<file path="src/rtl/lc3b_types.sv">
// Shared LC-3b types for the multi-cycle ALU: opcode encoding and controller states.
// ALU_MC_DIV_EN makes alu_div an iterative opcode; otherwise it decodes as unknown.
package lc3b_types;

  // Encodings 10-15 are reserved and report resp_err.
  typedef enum logic [3:0] {
    alu_add      = 4'd0,
    alu_and      = 4'd1,
    alu_not      = 4'd2,
    alu_pass     = 4'd3,
    alu_sll      = 4'd4,
    alu_srl      = 4'd5,
    alu_sra      = 4'd6,
    alu_bytemask = 4'd7,
    alu_mul      = 4'd8,
    alu_div      = 4'd9
  } lc3b_mcaluop;

  typedef enum logic [1:0] {
    st_idle = 2'd0,
    st_iter = 2'd1,
    st_done = 2'd2
  } alu_mc_state_e;

  function automatic logic is_iter_op(input logic [3:0] op);
`ifdef ALU_MC_DIV_EN
    return (op == alu_mul) || (op == alu_div);
`else
    return (op == alu_mul);
`endif
  endfunction

endpackage

</file>
<file path="src/rtl/alu_mc_iter.sv">
// Iterative datapath for alu_mc: shift-add multiply and, with ALU_MC_DIV_EN,
// restoring unsigned divide. res is the value after the step in progress.
module alu_mc_iter #(
  parameter int WIDTH = 16
) (
  input  logic             clk,
  input  logic             rst_n,
  input  logic             load,
  input  logic             step,
`ifdef ALU_MC_DIV_EN
  input  logic             div_sel,
`endif
  input  logic [WIDTH-1:0] a,
  input  logic [WIDTH-1:0] b,
  output logic [WIDTH-1:0] res
);

  logic [WIDTH-1:0] acc;
  logic [WIDTH-1:0] sh_a;
  logic [WIDTH-1:0] sh_b;
  logic [WIDTH-1:0] prod_nxt;

  assign prod_nxt = sh_b[0] ? (acc + sh_a) : acc;

`ifdef ALU_MC_DIV_EN
  logic             div_q;
  logic [WIDTH-1:0] rem;
  logic [WIDTH:0]   trial;
  logic [WIDTH:0]   diff;
  logic             q_bit;
  logic [WIDTH-1:0] quo_nxt;
  logic [WIDTH-1:0] rem_nxt;

  // sh_a holds the dividend and fills with quotient bits from the bottom;
  // a zero divisor naturally yields an all-ones quotient.
  assign trial   = {rem, sh_a[WIDTH-1]};
  assign diff    = trial - {1'b0, sh_b};
  assign q_bit   = ~diff[WIDTH];
  assign quo_nxt = {sh_a[WIDTH-2:0], q_bit};
  assign rem_nxt = q_bit ? diff[WIDTH-1:0] : trial[WIDTH-1:0];
  assign res     = div_q ? quo_nxt : prod_nxt;

  always_ff @(posedge clk or negedge rst_n) begin
    if (!rst_n) begin
      div_q <= 1'b0;
      rem   <= '0;
    end else if (load) begin
      div_q <= div_sel;
      rem   <= '0;
    end else if (step && div_q) begin
      rem   <= rem_nxt;
    end
  end
`else
  assign res = prod_nxt;
`endif

  always_ff @(posedge clk or negedge rst_n) begin
    if (!rst_n) begin
      acc  <= '0;
      sh_a <= '0;
      sh_b <= '0;
    end else if (load) begin
      acc  <= '0;
      sh_a <= a;
      sh_b <= b;
    end else if (step) begin
`ifdef ALU_MC_DIV_EN
      if (div_q) begin
        sh_a <= quo_nxt;
      end else begin
        acc  <= prod_nxt;
        sh_a <= sh_a << 1;
        sh_b <= sh_b >> 1;
      end
`else
      acc  <= prod_nxt;
      sh_a <= sh_a << 1;
      sh_b <= sh_b >> 1;
`endif
    end
  end

endmodule

</file>
<file path="src/rtl/alu_mc.sv">
// Multi-cycle LC-3b ALU with valid/ready request and response channels.
// Optional iterative divide is enabled by defining ALU_MC_DIV_EN.
//
// state   | meaning
// st_idle | waiting for a request, req_ready high
// st_iter | multiply/divide stepping, counter counts down to 0
// st_done | result held on resp_f/resp_err until resp_ready
module alu_mc
  import lc3b_types::*;
#(
  parameter int WIDTH = 16,
  parameter int SHW   = $clog2(WIDTH)
) (
  input  logic             clk,
  input  logic             rst_n,
  input  logic             req_valid,
  output logic             req_ready,
  input  logic [3:0]       req_op,
  input  logic [WIDTH-1:0] req_a,
  input  logic [WIDTH-1:0] req_b,
  output logic             resp_valid,
  input  logic             resp_ready,
  output logic [WIDTH-1:0] resp_f,
  output logic             resp_err,
  output logic             busy
);

  alu_mc_state_e    state, state_nxt;
  logic [SHW-1:0]   cnt, cnt_nxt;
  logic [WIDTH-1:0] f_q, f_nxt;
  logic             err_q, err_nxt;
  logic             load, step;
  logic [WIDTH-1:0] iter_res;
  logic [WIDTH-1:0] sc_f;
  logic             sc_err;
  logic [SHW-1:0]   sh;

  alu_mc_iter #(.WIDTH(WIDTH)) u_iter (
    .clk     (clk),
    .rst_n   (rst_n),
    .load    (load),
    .step    (step),
`ifdef ALU_MC_DIV_EN
    .div_sel (req_op == alu_div),
`endif
    .a       (req_a),
    .b       (req_b),
    .res     (iter_res)
  );

  // Single-cycle results; iterative and unknown opcodes fall to the error default.
  always_comb begin
    sc_f   = '0;
    sc_err = 1'b0;
    sh     = req_b[SHW-1:0];
    case (lc3b_mcaluop'(req_op))
      alu_add:      sc_f = req_a + req_b;
      alu_and:      sc_f = req_a & req_b;
      alu_not:      sc_f = ~req_a;
      alu_pass:     sc_f = req_a;
      alu_sll:      sc_f = req_a << sh;
      alu_srl:      sc_f = req_a >> sh;
      alu_sra:      sc_f = $signed(req_a) >>> sh;
      alu_bytemask: sc_f = {(WIDTH/8){req_a[7:0]}};
      default:      sc_err = 1'b1;
    endcase
  end

  always_comb begin
    state_nxt = state;
    cnt_nxt   = cnt;
    f_nxt     = f_q;
    err_nxt   = err_q;
    load      = 1'b0;
    step      = 1'b0;
    case (state)
      st_idle: begin
        if (req_valid) begin
          if (is_iter_op(req_op)) begin
            state_nxt = st_iter;
            cnt_nxt   = SHW'(WIDTH - 1);
            load      = 1'b1;
`ifdef ALU_MC_DIV_EN
            err_nxt   = (req_op == alu_div) && (req_b == '0);
`else
            err_nxt   = 1'b0;
`endif
          end else begin
            state_nxt = st_done;
            f_nxt     = sc_f;
            err_nxt   = sc_err;
          end
        end
      end
      st_iter: begin
        step    = 1'b1;
        cnt_nxt = cnt - SHW'(1);
        if (cnt == '0) begin
          state_nxt = st_done;
          cnt_nxt   = '0;
          f_nxt     = iter_res;
        end
      end
      st_done: begin
        if (resp_ready) state_nxt = st_idle;
      end
      default: state_nxt = st_idle;
    endcase
  end

  always_ff @(posedge clk or negedge rst_n) begin
    if (!rst_n) begin
      state <= st_idle;
      cnt   <= '0;
      f_q   <= '0;
      err_q <= 1'b0;
    end else begin
      state <= state_nxt;
      cnt   <= cnt_nxt;
      f_q   <= f_nxt;
      err_q <= err_nxt;
    end
  end

  assign req_ready  = (state == st_idle);
  assign resp_valid = (state == st_done);
  assign busy       = (state != st_idle);
  assign resp_f     = f_q;
  assign resp_err   = err_q;

endmodule

</file>
<file path="config.mk">
export PLATFORM = sky130hd
export DESIGN_NAME = alu_mc
export DESIGN_NICKNAME = d
export VERILOG_FILES = /design/src/rtl/lc3b_types.sv /design/src/rtl/alu_mc_iter.sv /design/src/rtl/alu_mc.sv
export SDC_FILE = /design/constraint.sdc
export NUM_CORES = 1
export LEC_CHECK = 0
export CORE_MARGIN = 5
export CORE_UTILIZATION = 34
export CTS_CLUSTER_DIAMETER = 200
export DETAILED_ROUTE_END_ITERATION = 8
export GPL_ROUTABILITY_DRIVEN = 0
export PLACE_DENSITY = 0.57
export SYNTH_ARGS = -nofsm -noshare
export SYNTH_HDL_FRONTEND = slang
export SYNTH_SLANG_ARGS = --single-unit
</file>
<file path="constraint.sdc">
create_clock -name clk -period 2.2 [get_ports clk]
set_input_delay 0.33 -clock clk [delete_from_list [all_inputs] [get_ports clk]]
set_output_delay 0.33 -clock clk [all_outputs]
set_load 0.01 [all_outputs]
</file>
# After elaboration in Yosys (flattened, before gate mapping)

Index checks and enable logic that the tools add are counted.

Eq/ne operators: 15
Add/subtract/negate cells: 3
Bitwise gates (word level): 2
Mux-type cells: 27
Reduce and logical (&&, ||, !) cells: 11
Shifts and indexed selects: 3

Operators with widths:

| operator                                                               | number |
|---|---|
| 16-bit 2-to-1 mux                                                      | 10 |
| 16-bit one-hot mux with 8 select lines                                 | 1 |
| 16-bit adder                                                           | 2 |
| 16-bit one-hot mux with 2 select lines                                 | 1 |
| 16-bit bitwise AND                                                     | 1 |
| 4-bit by 3-bit equality test with 1-bit output (second input constant) | 4 |
| 16-bit NOT                                                             | 1 |
| 16-bit by 4-bit left shift with 16-bit output                          | 1 |
| 16-bit by 4-bit right shift with 16-bit output                         | 1 |
| 16-bit by 4-bit >>> shifter with 16-bit output                         | 1 |
| 4-bit 2-to-1 mux                                                       | 3 |
| 4-bit by 2-bit equality test with 1-bit output (second input constant) | 2 |
| 4-bit zero test                                                        | 2 |
| 2-bit 2-to-1 mux                                                       | 4 |
| 4-bit one-hot mux with 2 select lines                                  | 1 |
| 8-bit OR reduction                                                     | 1 |
| 1-bit 2-to-1 mux                                                       | 6 |
| 2-bit != test (second input constant)                                  | 3 |
| 2-bit one-hot mux with 3 select lines                                  | 1 |
| 3-bit AND reduction                                                    | 2 |
| 2-bit nonzero test                                                     | 3 |
| 4-bit by 1-bit equality test with 1-bit output (second input constant) | 1 |
| 4-bit equality test (second input constant)                            | 1 |
| 2-bit by 1-bit != test with 1-bit output (second input constant)       | 2 |
| 6 further kinds                                                        | 6 |

Output and inout port bits: 20
Input bits: 40
Flip-flop bits (word level): 71
Word-level logic and storage cells: 68

# Depth between registers and ports, before layout

Word-level depth: 5
Depth in mapped cells: 12
Mapped depth without buffers: 9

# Modules after synthesis

A second synthesis with hierarchy kept.

Cells, all modules: 887
Area total of the unflattened synthesis: 7465.9 um^2

Modules (own cells, without submodules):

| module      | seq. area each (um^2) | instances | cells each | area each (um^2) |
|---|---|---|---|---|
| alu_mc      | 575.6                 | 1         | 546        | 4332.9 |
| alu_mc_iter | 1201.2                | 1         | 341        | 3133.0 |

# Least setup slack after synthesis

No wires, ideal clock.

Path kind: input-to-reg
Start: input port req_a[0]
End: register f_q[12] (netlist: resp_f[12])
Slack: -0.384 ns
Path buffers: 0
Data required time: 2.134 ns
Stages: 9
Library setup time: 0.066 ns
Arrival: 2.517 ns
Path through: ha_1 -> fa_1 -> a211oi_1 -> o21ai_1 -> a311oi_1 -> o21ai_0 -> or4_1 -> a31oi_1 -> a221o_1

Cells in the longest elaborated chain, start to end: 5
Elaborated cells on any way between the ends: 8
Classes of those cells: 1 x add/sub; 3 x shift; 4 x mux

Ends and longest elaborated chain:

| item                                       | line          | source |
|---|---|---|
| start: declaration                         | alu_mc.sv:19  | `input logic [WIDTH-1:0] req_a,` |
| 16-bit adder, or another cell as far along | alu_mc.sv:57  | `alu_add: sc_f = req_a + req_b;` |
| 16-bit one-hot mux with 8 select lines *   | alu_mc.sv:56  | `case (lc3b_mcaluop'(req_op))` |
| 16-bit 2-to-1 mux *                        | alu_mc.sv:79  | `if (is_iter_op(req_op)) begin` |
| 16-bit 2-to-1 mux *                        | alu_mc.sv:78  | `if (req_valid) begin` |
| 16-bit one-hot mux with 2 select lines *   | alu_mc.sv:76  | `case (state)` |
| end signal: assignment                     | alu_mc.sv:120 | `f_q <= f_nxt;` |
| end: declaration                           | alu_mc.sv:30  | `logic [WIDTH-1:0] f_q, f_nxt;` |

Every way passes the cells marked *; elsewhere a longest branch is shown, timed or not. The select of a mux whose other input is x is not followed.
A chain may end at the register's enable or synchronous reset.

# Worst setup path in the final report

Start: register u_iter.acc[4]
End: register f_q[15] (netlist: resp_f[15])

Cells in the longest elaborated chain, start to end: 4

Ends and longest elaborated chain:

| item                                   | line              | source |
|---|---|---|
| start: declaration                     | alu_mc_iter.sv:18 | `logic [WIDTH-1:0] acc;` |
| start signal: assignment               | alu_mc_iter.sv:77 | `acc <= prod_nxt;` |
| 16-bit adder                           | alu_mc_iter.sv:23 | `assign prod_nxt = sh_b[0] ? (acc + sh_a) : acc;` |
| 16-bit 2-to-1 mux                      | alu_mc_iter.sv:23 |  |
| 16-bit 2-to-1 mux                      | alu_mc.sv:98      | `if (cnt == '0) begin` |
| 16-bit one-hot mux with 2 select lines | alu_mc.sv:76      |  |

No other way between the ends. The select of a mux whose other input is x is not followed.

==> impl_metrics.tcl <==
set metrics [dict create \
    run_status "finished with violations" \
    violations "setup timing" \
    die_h_um 151 \
    cts-buffers-inserted 9 \
    synth-edff-count 0 \
    worst_path_arrival_time_ps 2610 \
    num_vias 7882 \
    criticalPathCategory "reg -> reg" \
    h-tree-depth 3 \
    post_synthesis_async_set_or_reset_flop_share_pct 100 \
    dp_hpwl_um 20400 \
    initial_core_util_pct 34.7 \
    largest_net_degree_at_the_start_of_global_routing 55 \
    synthesis.area_um2 6810 \
    drc 0 \
    register_area_um2 1780 \
    critPathMaxStageDelay_ps 420 \
    post-route-worst-setup-slack_ps -190 \
    crit_path_cell_trace "ha_4 > a2111oi_4 > o21ai_2 > and4_4 > o41ai_4 > mux2i_1 > nand3b_1 > a31oi_1" \
    grt_pass1_vias 7608 \
    power_per_cell_area_nw_per_um2 880 \
    fp.dieW_um 151 \
    count_of_yosys_warnings_during_synthesis 0 \
    worst_hold_slack_ps 289 \
    fin_crit_sh_pct 109 \
    measured_slew_at_the_worst_slew_check_pin_ps 890 \
    critPathRequiredTime_ps 2420 \
    placement.io_buffers 59 \
    postSynthNetCount 885 \
    timing.critical_path.from_type "register" \
    cap_violations 0 \
    post_cts_clock_slew_at_the_launch_and_capture_registers_of_the_worst_setup_and_hold_paths_ps 70 \
    cp_max_fo 3 \
    non_filler_instance_count_after_layout 1345 \
    detail_route.wirelength_um 27900 \
    synth_top_cell_area_share_pct 26.1 \
    n_antenna_cell 0 \
    syn-mean-instance-area_um2 8.39 \
    slew_headroom_pct 40.6 \
    syn-instance-count 811 \
    pins_over_slew_limit 0 \
    ys.flop_type "sky130_fd_sc_hd__dfrtp_1" \
    tritoncts_clock_tree "yes" \
    critPathTopFamily "compound AO/OA/AOI/OAI gates" \
    clock_latency_at_the_later_pin_of_the_worst_skew_pair_ps 340 \
    final-setup-viol-count 16 \
    synth_area_leader_cell "sky130_fd_sc_hd__dfrtp_1" \
    timing.hold.worst.start "req_b[4]" \
    power.ir.vdd_worst_mv 0.553 \
    critical_path.n_buffers_inverters 0 \
    die_outline_area_um2 22900 \
    layout_min_cycle_time_ps 2390 \
    critical_path_start "u_iter.acc[4]" \
    leakage_power_nw 4.70 \
    multi_input_area_um2 5250 \
    global_route.overflow_total 0 \
    worstReg2RegStart "u_iter.acc[4]" \
    final.setup_skew_ps 11.6 \
    post_layout_nets 1149 \
    synth-seq-area-share_pct 26.1 \
    area.growth.synth_to_final_pct 54.4 \
    placement_rows 51 \
    nFillCells 1785 \
    ant_nets 0 \
    setup.worst_path.end_class "register" \
    finalHoldViolCount 0 \
    pin_count 60 \
    routed_wire_length_per_instance_um 20.8 \
    grt_first_pass_wirelength_um 42400 \
    fp.coreArea_um2 19600 \
    critical_path.slowest_cell "sky130_fd_sc_hd__a2111oi_4" \
    initial_antenna_violation_count 0 \
    grt_usage_pct 24.1 \
    firstDrtPassIters 8 \
    report.power.total_mw 9.25 \
    synth_cell_types 81 \
    dpl.cell_count 1298 \
    holdCritPathClass "in -> reg" \
    drt_iter0_markers 916 \
    vias_per_cell 5.86 \
    clock_tree.root_cell "sky130_fd_sc_hd__clkbuf_16" \
    drive_gt1_share_pct 38.6 \
    synth.ff_latch_count 71 \
    max_freq_mhz 418 \
    clock_path_buffers 2 \
    largest_cells_by_area_after_synthesis "sky130_fd_sc_hd__dfrtp_1, sky130_fd_sc_hd__ha_1, sky130_fd_sc_hd__mux4_2, sky130_fd_sc_hd__nand2_1, sky130_fd_sc_hd__nor2_1" \
    cts.sinks 71 \
    rsz0062_at_grt "yes" \
]
cells in the mapped netlist, drive strengths merged (10+ instances only):
| master | instances |
|---|---|
| mux2i | 26 |
| nor2 | 79 |
| buf | 21 |
| nor3 | 10 |
| dfrtp | 71 |
| o21ai | 54 |
| clkbuf | 48 |
| a21oi | 39 |
| xnor2 | 20 |
| ha | 32 |
| a222oi | 18 |
| nand2 | 89 |
| a31oi | 29 |
| a22oi | 15 |
| nand3 | 21 |
| mux4 | 20 |
| inv | 29 |
| a22o | 12 |
| a211oi | 16 |
| mux2 | 10 |
layout make-up:
type                    instances  share of cell area [%]
multi-input cells             642                    50.0
flip-flops and latches         71                    16.9
clock inverters                 6                   0.655
clock buffers                  10                    2.18
inverters                      29                    1.04
repair buffers                322                    26.1
well taps                     265                    3.15
path summary, 6_finish.rpt:
path | cells past startpoint | slack [ps] | end
setup / recovery | 8 | -190 | resp_f[15]
hold / removal | 3 | 290 | u_iter.sh_b[4]
setup reg to reg | 8 | -190 | resp_f[15]
hold reg to reg | 2 | 490 | resp_f[11]
max in group asynchronous | 3 | 1150 | u_iter.sh_b[12]
min in group asynchronous | 2 | 470 | u_iter.acc[11]
sequential cells by signal, indices dropped and copies added (netlist names):
signal	flops
resp_f	16
u_iter.sh_b	16
cnt	4
state	2
u_iter.sh_a	16
resp_err	1
u_iter.acc	16
per-stage QoR:
step	setup TNS (ps)	worst slack [ps]	area [um^2]	utilization, %
after global routing	-3100	-300	10500	53.7
after floorplan	-213	-172	6850	-
final	-1580	-190	10500	53.7
after detailed placement	-22020	-839	9320	47.6
after CTS	-923	-150	10100	51.8
after global placement	-21680	-797	9320	47.6
metal layers:
layer	part of all wire, %	wire length [um]	global-route usage (%)	vias up
met3	9.1	2550	5.35	92
li1	-	-	-	3616
met4	4.4	1220	11.4	0
met2	45	12600	37.4	423
met5	0	0	0	-
met1	41	11500	31.8	3751
layout by cell type (no fill, tap or decap), types with 5 or more instances in the layout:
cell type / n
sky130_fd_sc_hd__dfrtp_1: 71
sky130_fd_sc_hd__nand2_1: 85
sky130_fd_sc_hd__buf_6: 20
sky130_fd_sc_hd__a22o_1: 12
sky130_fd_sc_hd__ha_1: 19
sky130_fd_sc_hd__ha_4: 10
sky130_fd_sc_hd__o211ai_1: 9
sky130_fd_sc_hd__o21ai_1: 9
sky130_fd_sc_hd__a22oi_1: 14
sky130_fd_sc_hd__nor3_1: 9
sky130_fd_sc_hd__clkbuf_16: 11
sky130_fd_sc_hd__mux2_2: 6
sky130_fd_sc_hd__a21oi_1: 29
sky130_fd_sc_hd__buf_12: 9
sky130_fd_sc_hd__o21ai_0: 35
sky130_fd_sc_hd__a211oi_1: 7
sky130_fd_sc_hd__a222oi_1: 18
sky130_fd_sc_hd__mux2i_1: 21
sky130_fd_sc_hd__buf_4: 234
sky130_fd_sc_hd__nor2b_1: 5
sky130_fd_sc_hd__o21ai_2: 8
sky130_fd_sc_hd__mux4_2: 17
sky130_fd_sc_hd__a211oi_2: 8
sky130_fd_sc_hd__nor2_1: 78
sky130_fd_sc_hd__a21o_1: 8
sky130_fd_sc_hd__xor2_1: 9
sky130_fd_sc_hd__o21a_1: 6
sky130_fd_sc_hd__a21oi_2: 9
sky130_fd_sc_hd__a31oi_1: 25
sky130_fd_sc_hd__buf_2: 5
sky130_fd_sc_hd__mux2i_2: 5
sky130_fd_sc_hd__nand2b_1: 9
sky130_fd_sc_hd__clkdlybuf4s50_1: 31
sky130_fd_sc_hd__nand3b_1: 7
sky130_fd_sc_hd__nand3_1: 21
sky130_fd_sc_hd__xnor2_1: 18
sky130_fd_sc_hd__dlygate4sd2_1: 12
sky130_fd_sc_hd__inv_1: 27
what timing repair did:
action | 4_1_cts | 5_1_grt
hold endpoints to repair | 31 | 0
setup endpoints to repair | 39 | 40
pin swaps | 62 | 52
buffers inserted | 23 | 10
gates cloned | 0 | 2
resized for setup | 130 | 62
hold buffers | 1 | 0
power breakdown:
part	internal (mW)	switching, mW	total (mW)
registers	1.84	0.497	2.34
clock network	0.887	0.610	1.50
logic	2.84	2.58	5.42
total	5.56	3.68	9.25
worst reg2reg max path: stages, from the launching register on:
cell and delay, ps:
sky130_fd_sc_hd__dfrtp_1 410, sky130_fd_sc_hd__ha_4 270, sky130_fd_sc_hd__a2111oi_4 420, sky130_fd_sc_hd__o21ai_2 130
sky130_fd_sc_hd__and4_4 210, sky130_fd_sc_hd__o41ai_4 300, sky130_fd_sc_hd__mux2i_1 300, sky130_fd_sc_hd__nand3b_1 140
sky130_fd_sc_hd__a31oi_1 80
cell families (layout without fill, tap and decap cells):
kind of cell / Yosys count / count (layout) / share of synthesized area (%)
AO/OA/AOI/OAI: 260 / 260 / 26.9
adder cells (fa/ha/maj): 34 / 34 / 6.47
buffers and inverters: 98 / 367 / 5.98
AND/OR/NAND/NOR: 263 / 263 / 18.4
flip-flops: 71 / 71 / 26.1
XOR/XNOR: 29 / 29 / 3.73
multiplexers: 56 / 56 / 12.4
Power figures use the tool's default switching activity.
